**config.mk**
```make
export PLATFORM = sky130hd
export DESIGN_NAME = sqrt_iter_unit_flat
export DESIGN_NICKNAME = d
export VERILOG_FILES = /design/src/rtl/sqrt_iter_unit_if.sv /design/src/rtl/sqrt_iter_unit.sv /design/src/flat_wrapper.sv
export SDC_FILE = /design/constraint.sdc
export NUM_CORES = 1
export LEC_CHECK = 0
export CAP_MARGIN = 10
export CORE_MARGIN = 2
export CORE_UTILIZATION = 48
export DETAILED_ROUTE_END_ITERATION = 7
export PLACE_DENSITY = 0.71
export SLEW_MARGIN = 20
export SYNTH_ARGS = -nofsm -noshare
export SYNTH_HDL_FRONTEND = slang
export SYNTH_SLANG_ARGS = --single-unit
```
**constraint.sdc**
```tcl
create_clock -name clk -period 3.7 [get_ports clk]
set_clock_uncertainty 0.2 [all_clocks]
set_input_delay 0.74 -clock clk [delete_from_list [all_inputs] [get_ports clk]]
set_output_delay 0.74 -clock clk [all_outputs]
set_load 0.03 [all_outputs]
```
**src/rtl/sqrt_iter_unit_if.sv**
```systemverilog
// rtl/sqrt_iter_unit_if.sv - start/done request and result bundle for the square root engine
interface sqrt_iter_unit_if #(
    parameter int WIDTH = 16
);
    logic               start;
    logic               abort;
    logic [WIDTH-1:0]   x_in;
    logic               ready;
    logic               busy;
    logic               done;
    logic [WIDTH/2-1:0] root;
    logic [WIDTH/2:0]   rem;
    logic               is_square;

    modport master (
        output start, abort, x_in,
        input  ready, busy, done, root, rem, is_square
    );

    modport slave (
        input  start, abort, x_in,
        output ready, busy, done, root, rem, is_square
    );
endinterface

```
**src/rtl/sqrt_iter_unit.sv**
```systemverilog
// rtl/sqrt_iter_unit.sv - sequential integer square root (odd-subtract or restoring digit-by-digit)
module sqrt_iter_unit #(
    parameter int WIDTH = 16,
    parameter int MODE  = 1
) (
    input  logic              clk,
    input  logic              rst_n,
    sqrt_iter_unit_if.slave   bus
);
    localparam int HW = WIDTH / 2;
    localparam int CW = (HW > 2) ? $clog2(HW) : 1;

    typedef enum logic [1:0] {
        S_IDLE = 2'd0,
        S_CALC = 2'd1,
        S_DONE = 2'd2
    } state_t;

    state_t          state_q;
    // acc_q: remaining operand (odd-subtract) or operand shift register (restoring)
    logic [WIDTH-1:0] acc_q, acc_d;
    // aux_q: next odd number (odd-subtract) or partial remainder (restoring)
    logic [HW:0]     aux_q, aux_d;
    logic [HW-1:0]   r_q, r_d;
    logic [CW-1:0]   cnt_q;
    // first CALC cycle seeds the working registers
    logic            load_q;

    logic            ready_q, busy_q, done_q, sq_q;
    logic [HW-1:0]   root_q;
    logic [HW:0]     rem_q;

    logic            fin;
    logic [HW-1:0]   res_root;
    logic [HW:0]     res_rem;
    logic [HW+2:0]   trial;

    // One iteration of the selected algorithm and its completion test
    always_comb begin
        acc_d    = acc_q;
        aux_d    = aux_q;
        r_d      = r_q;
        fin      = 1'b0;
        res_root = r_q;
        res_rem  = aux_q;
        trial    = '0;
        if (MODE == 0) begin
            if ({{(WIDTH-HW-1){1'b0}}, aux_q} <= acc_q) begin
                acc_d = acc_q - {{(WIDTH-HW-1){1'b0}}, aux_q};
                aux_d = aux_q + (HW+1)'(2);
                r_d   = r_q + HW'(1);
            end else begin
                fin     = 1'b1;
                res_rem = acc_q[HW:0];
            end
        end else begin
            trial = {aux_q, acc_q[WIDTH-1 -: 2]} - {1'b0, r_q, 2'b01};
            if (!trial[HW+2]) begin
                aux_d = trial[HW:0];
                r_d   = {r_q[HW-2:0], 1'b1};
            end else begin
                aux_d = {aux_q[HW-2:0], acc_q[WIDTH-1 -: 2]};
                r_d   = {r_q[HW-2:0], 1'b0};
            end
            acc_d    = {acc_q[WIDTH-3:0], 2'b00};
            fin      = (cnt_q == CW'(HW-1));
            res_root = r_d;
            res_rem  = aux_d;
        end
    end

    // Control FSM, working registers and registered result outputs
    always_ff @(posedge clk or negedge rst_n) begin
        if (!rst_n) begin
            state_q <= S_IDLE;
            acc_q   <= '0;
            aux_q   <= '0;
            r_q     <= '0;
            cnt_q   <= '0;
            load_q  <= 1'b0;
            ready_q <= 1'b1;
            busy_q  <= 1'b0;
            done_q  <= 1'b0;
            sq_q    <= 1'b0;
            root_q  <= '0;
            rem_q   <= '0;
        end else begin
            done_q <= 1'b0;
            case (state_q)
                S_IDLE, S_DONE: begin
                    if (bus.start) begin
                        state_q <= S_CALC;
                        acc_q   <= bus.x_in;
                        load_q  <= 1'b1;
                        ready_q <= 1'b0;
                        busy_q  <= 1'b1;
                    end else begin
                        state_q <= S_IDLE;
                    end
                end
                S_CALC: begin
                    if (bus.abort) begin
                        state_q <= S_IDLE;
                        load_q  <= 1'b0;
                        ready_q <= 1'b1;
                        busy_q  <= 1'b0;
                    end else if (load_q) begin
                        load_q <= 1'b0;
                        aux_q  <= (MODE == 0) ? (HW+1)'(1) : '0;
                        r_q    <= '0;
                        cnt_q  <= '0;
                    end else begin
                        acc_q <= acc_d;
                        aux_q <= aux_d;
                        r_q   <= r_d;
                        cnt_q <= cnt_q + CW'(1);
                        if (fin) begin
                            state_q <= S_DONE;
                            ready_q <= 1'b1;
                            busy_q  <= 1'b0;
                            done_q  <= 1'b1;
                            root_q  <= res_root;
                            rem_q   <= res_rem;
                            sq_q    <= (res_rem == '0);
                        end
                    end
                end
                default: begin
                    state_q <= S_IDLE;
                    ready_q <= 1'b1;
                    busy_q  <= 1'b0;
                end
            endcase
        end
    end

    assign bus.ready     = ready_q;
    assign bus.busy      = busy_q;
    assign bus.done      = done_q;
    assign bus.root      = root_q;
    assign bus.rem       = rem_q;
    assign bus.is_square = sq_q;
endmodule

```
**src/flat_wrapper.sv**
```systemverilog
// flat-port wrapper written by rule: the top's interface ports become plain ports
module sqrt_iter_unit_flat 
#(
    parameter int WIDTH = 16,
    parameter int MODE  = 1
)
  (clk, rst_n, bus_start, bus_abort, bus_x_in, bus_ready, bus_busy, bus_done, bus_root, bus_rem, bus_is_square);
  sqrt_iter_unit_if #(.WIDTH(WIDTH)) bus_i ();
  input  logic clk;
  input  logic rst_n;
  input wire logic [$bits(bus_i.start)-1:0] bus_start;
  input wire logic [$bits(bus_i.abort)-1:0] bus_abort;
  input wire logic [$bits(bus_i.x_in)-1:0] bus_x_in;
  output wire logic [$bits(bus_i.ready)-1:0] bus_ready;
  output wire logic [$bits(bus_i.busy)-1:0] bus_busy;
  output wire logic [$bits(bus_i.done)-1:0] bus_done;
  output wire logic [$bits(bus_i.root)-1:0] bus_root;
  output wire logic [$bits(bus_i.rem)-1:0] bus_rem;
  output wire logic [$bits(bus_i.is_square)-1:0] bus_is_square;
  assign bus_i.start = bus_start;
  assign bus_i.abort = bus_abort;
  assign bus_i.x_in = bus_x_in;
  assign bus_ready = bus_i.ready;
  assign bus_busy = bus_i.busy;
  assign bus_done = bus_i.done;
  assign bus_root = bus_i.root;
  assign bus_rem = bus_i.rem;
  assign bus_is_square = bus_i.is_square;
  sqrt_iter_unit #(.WIDTH(WIDTH), .MODE(MODE)) u_core (.clk(clk), .rst_n(rst_n), .bus(bus_i));
endmodule
```
Yosys cells after proc, flatten, opt, wreduce, memory -nomap -nowiden:

Index checks and enable logic that the tools add are counted.

* bits in registers: 60
* output and inout bits: 21
* word-level logic and storage cells: 63

* add/subtract/negate cells: 2
* equal/unequal tests: 8
* muxes and demuxes: 29
* bitwise gates (word level): 2
* reduce and logical (&&, ||, !) cells: 10

Operators by type and width (count)
* two-way mux 16 bit: 3
* one-hot mux 16 bit (2 select lines): 1
* two-way mux 9 bit: 2
* two-way mux 1 bit: 14
* subtractor 11 x 10 -> 11 bit: 1
* zero test 9 bit: 1
* two-way mux 8 bit: 1
* AND reduction 4 bit: 2
* two-way mux 2 bit: 3
* != test 2 bit, second input constant: 3
* one-hot mux 1 bit (2 select lines): 3
* AND reduction 2 bit: 3
* one-hot mux 2 bit (2 select lines): 1
* adder 3 x 1 -> 3 bit, second input constant: 1
* == test 3 bit, second input constant: 1
* two-way mux 3 bit: 1
* != test 3 x 2 -> 1 bit, second input constant: 1
* != test 3 bit, second input constant: 1
* AND reduction 3 bit: 1
* == test 2 x 1 -> 1 bit, second input constant: 1
* == test 2 bit, second input constant: 1
* zero test 2 bit: 1
* NOT 1 bit: 2
* nonzero test 2 bit: 1
* OR reduction 2 bit: 1

Depth between registers and ports, before layout:

* depth after elaboration: 5
* gate-level depth with buffers: 9

Worst setup path after synthesis:

No wires, ideal clock.

* kind: reg2reg
* start point: register u_core.r_q[1]
* end point: register u_core.sq_q, in the netlist u_core.bus.is_square
* library setup time: 0.094 ns
* arrival time: 2.436 ns
* required time: 3.406 ns
* setup slack: 0.971 ns
* stages on the path, launching flop included: 10
* buffers on the path: 0
* cell sequence: dfrtp_1 inv_1 ha_1 o21ai_2 a22oi_2 and4b_1 or3_1 or4_1 or3_1 a221oi_2

* longest elaborated chain between the ends: 3

RTL lines
* start, declared: line sqrt_iter_unit.sv:24 `logic [HW-1:0] r_q, r_d;`
* start signal, assigned: line sqrt_iter_unit.sv:115 `r_q <= r_d;`
* subtractor 11 x 10 -> 11 bit: line sqrt_iter_unit.sv:57 `trial = {aux_q, acc_q[WIDTH-1 -: 2]} - {1'b0, r_q, 2'b01};`
* two-way mux 9 bit: line sqrt_iter_unit.sv:58 `if (!trial[HW+2]) begin`
* zero test 9 bit: line sqrt_iter_unit.sv:124 `sq_q <= (res_rem == '0);`
* end signal, assigned: line sqrt_iter_unit.sv:124
* end, declared: line sqrt_iter_unit.sv:29 `logic ready_q, busy_q, done_q, sq_q;`

Every way passes these cells.
A chain may end at the register's enable or synchronous reset.

Worst setup path in the final report:

* start point: register u_core.aux_q[1]
* end point: register u_core.sq_q, in the netlist u_core.bus.is_square

* longest elaborated chain between the ends: 3

RTL lines
* start, declared: line sqrt_iter_unit.sv:23 `logic [HW:0] aux_q, aux_d;`
* start signal, assigned: line sqrt_iter_unit.sv:109 `aux_q <= (MODE == 0) ? (HW+1)'(1) : '0;`
* start signal, assigned: line sqrt_iter_unit.sv:114 `aux_q <= aux_d;`
* subtractor 11 x 10 -> 11 bit: line sqrt_iter_unit.sv:57
* two-way mux 9 bit (*): line sqrt_iter_unit.sv:58
* zero test 9 bit (*): line sqrt_iter_unit.sv:124

Every way passes the cells marked *; elsewhere a longest branch is shown, timed or not.

==> flow_metrics.env <==
export IMPL_ys_top_cells_by_area="dfrtp_1 (50%), o21ai_0 (8.6%), nand2_1 (8.1%)"
export IMPL_cts_sinks=60
export IMPL_drv_slew=0
export IMPL_max_slew_margin_pct=49.66
export IMPL_syn_avg_cell_area_um2=9.631
export IMPL_antenna_found_initial=0
export IMPL_ctsResizeCount=0
export IMPL_wl_met2_um=2869
export IMPL_startpoint_type="flip-flop"
export IMPL_p_seq_share_pct=33.5
export IMPL_ys_seq_area_share_pct=50.83
export IMPL_p_per_area_nw_per_um2=760.4
export IMPL_worst_pin_slew_ps=755.1
export IMPL_hold_violations=0
export IMPL_r2r_end="u_core.bus.is_square$_DFFE_PN0P_"
export IMPL_r2r_start="u_core.aux_q[1]$_DFFE_PN0P_"
export IMPL_cts_buffers=9
export IMPL_synth_top_area_cell="dfrtp_1"
export IMPL_hpwl_um=4123
export IMPL_syn_area_um2=2957
export IMPL_rsz0062_at_grt="false"
export IMPL_nets=380
export IMPL_clk_pin_slew_ps=70
export IMPL_setup_viol=0
export IMPL_clk_latency_ps=340
export IMPL_ios=41
export IMPL_combPwrFrac_pct=44.5
export IMPL_wl_met1_um=2684
export IMPL_grt_max_degree=61
export IMPL_whs_path_depth=2
export IMPL_coreArea_um2=5921
export IMPL_fmax_mhz=339.3
export IMPL_multi_input_area_um2=1334
export IMPL_yosys_warnings=0
export IMPL_grt_pass1_vias=2202
export IMPL_switching_share_pct=38.56
export IMPL_syn2layout_area_growth_pct=22.39
export IMPL_rrSetupSlack_ps=750
export IMPL_critPathMaxFanout=4
export IMPL_post_cts_buffers=0
export IMPL_drtPass1Iterations=4
export IMPL_async_flop_share_pct=100.0
export IMPL_drtAntennaViolNets=0
export IMPL_yosys_most_used_dff="dfrtp_1"
export IMPL_status="complete, no violations"
export IMPL_met3_length_um=274
export IMPL_internal_power_mw=1.690
export IMPL_synth_cell_types=41
export IMPL_leakagePower_nw=1.642
export IMPL_synthCells=307
export IMPL_grt_use_total_pct=20.11
export IMPL_arrival_ps=2990
export IMPL_diodes=0
export IMPL_cts_tree="yes"
export IMPL_fin_crit_sh_pct=79.66
export IMPL_die_y_um=82.48
export IMPL_setup_tns_ps=0
export IMPL_syn_num_nets=338
export IMPL_min_to="u_core.r_q[6]$_DFFE_PN0P_"
export IMPL_initialDrtViolationCount=142
export IMPL_synth_seq_cells=60
export IMPL_max_cap_violations=0
export IMPL_die_x_um=82.48
export IMPL_p_total_mw=2.751
export IMPL_die_area_um2=6803
export IMPL_ys_top_cells_by_count="nand2_1 (64), dfrtp_1 (59), o21ai_0 (51), mux2i_1 (21), inv_1 (14)"
export IMPL_synth_edff_count=0
export IMPL_p_sw_mw=1.061
export IMPL_remaining_drc_errors=0
export IMPL_cts_root_buf="clkbuf_8"
export IMPL_numPortBuffers=40
export IMPL_top_layer_used="met4"
export IMPL_drive_gt1_share_pct=8.757
export IMPL_hold_start="u_core.r_q[6]$_DFFE_PN0P_"
export IMPL_fillerInstances=516
export IMPL_ir_drop_mv=0.5625
export IMPL_overflow=0
export IMPL_yosysMostFrequentCell="nand2_1"
export IMPL_clockBufferDepth=2
export IMPL_grt_pass1_wl_um=10160
export IMPL_htreeDepth=3
export IMPL_seqCellArea_um2=1503
export IMPL_clockPowerShare_pct=22.0
export IMPL_cts_hold_buf=0
export IMPL_initial_core_util_pct=49.94
export IMPL_crit_required_ps=3740
export IMPL_rows=28
export IMPL_via_count=2271
export IMPL_post_drt_wl_per_cell_um=13.85
export IMPL_hp_class="flip-flop to flip-flop"
export IMPL_gp_congestion=0.8662
export IMPL_viasPerCell=5.294
export IMPL_setup_ws_ps=752.4
export IMPL_cp_end_kind="flip-flop"
export IMPL_routed_wl_um=5940
export IMPL_min_period_ps=2948
export IMPL_rr_worst_depth=8
export IMPL_synth_top_area_share_pct=49.94
export IMPL_pre_cts_slack_ps=751.9
export IMPL_path_class="flip-flop to flip-flop"
-- metal layers --
metal | up-vias | track usage (%)
li1 | 1142 | -
met1 | 1064 | 25.37
met2 | 53 | 32.82
met3 | 12 | 4.674
met4 | 0 | 9.167
met5 | - | 0
-- sequential cells by signal (all words and copies together), names as in the netlist, 2 cells and up --
| signal | count |
|---|---|
| u_core.bus.root | 8 |
| u_core.r_q | 8 |
| u_core.aux_q | 9 |
| u_core.state_q | 2 |
| u_core.bus.rem | 9 |
| u_core.cnt_q | 3 |
| u_core.acc_q | 16 |
-- how the worst max path moves through the flow --
stage | slack [ps] | cells after the start | from | endpoint
floorplan | 970 | 9 | u_core.r_q[1]$_DFFE_PN0P_ | u_core.bus.is_square$_DFFE_PN0P_
global placement | 900 | 8 | u_core.aux_q[1]$_DFFE_PN0P_ | u_core.bus.is_square$_DFFE_PN0P_
detailed placement | 750 | 8 | u_core.aux_q[1]$_DFFE_PN0P_ | u_core.bus.is_square$_DFFE_PN0P_
CTS | 760 | 8 | u_core.aux_q[1]$_DFFE_PN0P_ | u_core.bus.is_square$_DFFE_PN0P_
global route | 640 | 8 | u_core.aux_q[0]$_DFFE_PN0P_ | u_core.bus.is_square$_DFFE_PN0P_
finish | 750 | 8 | u_core.aux_q[1]$_DFFE_PN0P_ | u_core.bus.is_square$_DFFE_PN0P_
-- power by group through the flow --
stage / clock (mW) / combinational [mW] / sequential [mW]
global route: 0.646 / 1.39 / 0.940
global placement: 0 / 1.20 / 0.925
detailed placement: 0 / 1.22 / 0.934
floorplan: 0 / 0.927 / 0.933
CTS: 0.615 / 1.23 / 0.922
finish: 0.605 / 1.22 / 0.922
-- metrics by stage --
stage | utilization [%] | cells | cell area [µm²] | hold slack, ps
6_report | 61.12 | 429 | 3618 | 276.0
5_1_grt | 61.12 | 429 | 3618 | 306.8
3_5_place_dp | 57.69 | 413 | 3416 | 263.0
4_1_cts | 61.12 | 429 | 3618 | 281.3
2_1_floorplan | - | 307 | 2957 | 244.4
3_3_place_gp | 57.69 | 413 | 3416 | 259.7
-- cell usage in the layout, fill, tap and decap left out, types with 3 or more instances in the layout --
cell type,n
a21oi_1,4
or2b_2,3
mux2i_1,21
dfrtp_1,59
xnor2_1,3
o31ai_1,7
nand2b_1,7
o21ai_0,51
nor2_1,10
nor2b_1,5
inv_1,14
buf_4,5
nor3_1,6
clkdlybuf4s50_1,39
clkbuf_8,11
nand2_1,64
ha_1,11
-- worst max-delay path, cell delays in order, from the launching register on --
cell and delay (ps):
dfrtp_1 420, ha_1 390, o21ai_2 100, a22oi_2 240, a211oi_1 100, or3_1 390, or4_1 400, or3_1 340
a221oi_2 290
-- kinds of logic after synthesis --
logic type      after synthesis  share of synthesized area [%]
simple gates                104                          16.00
mux                          21                          7.110
flops                        60                          50.83
buf+inv                      28                          4.062
fa+ha+maj                    11                          4.655
xor+xnor                      5                          1.481
compound gates               78                          15.87
-- final cells by class --
cell class	count	area share, %
flip-flops and latches	60	41.53
multi-input cells	219	36.86
repair buffers	45	11.96
clock buffers	12	4.288
well taps	75	2.593
inverters	14	1.452
clock inverters	4	1.314
Power figures use the tool's default switching activity.
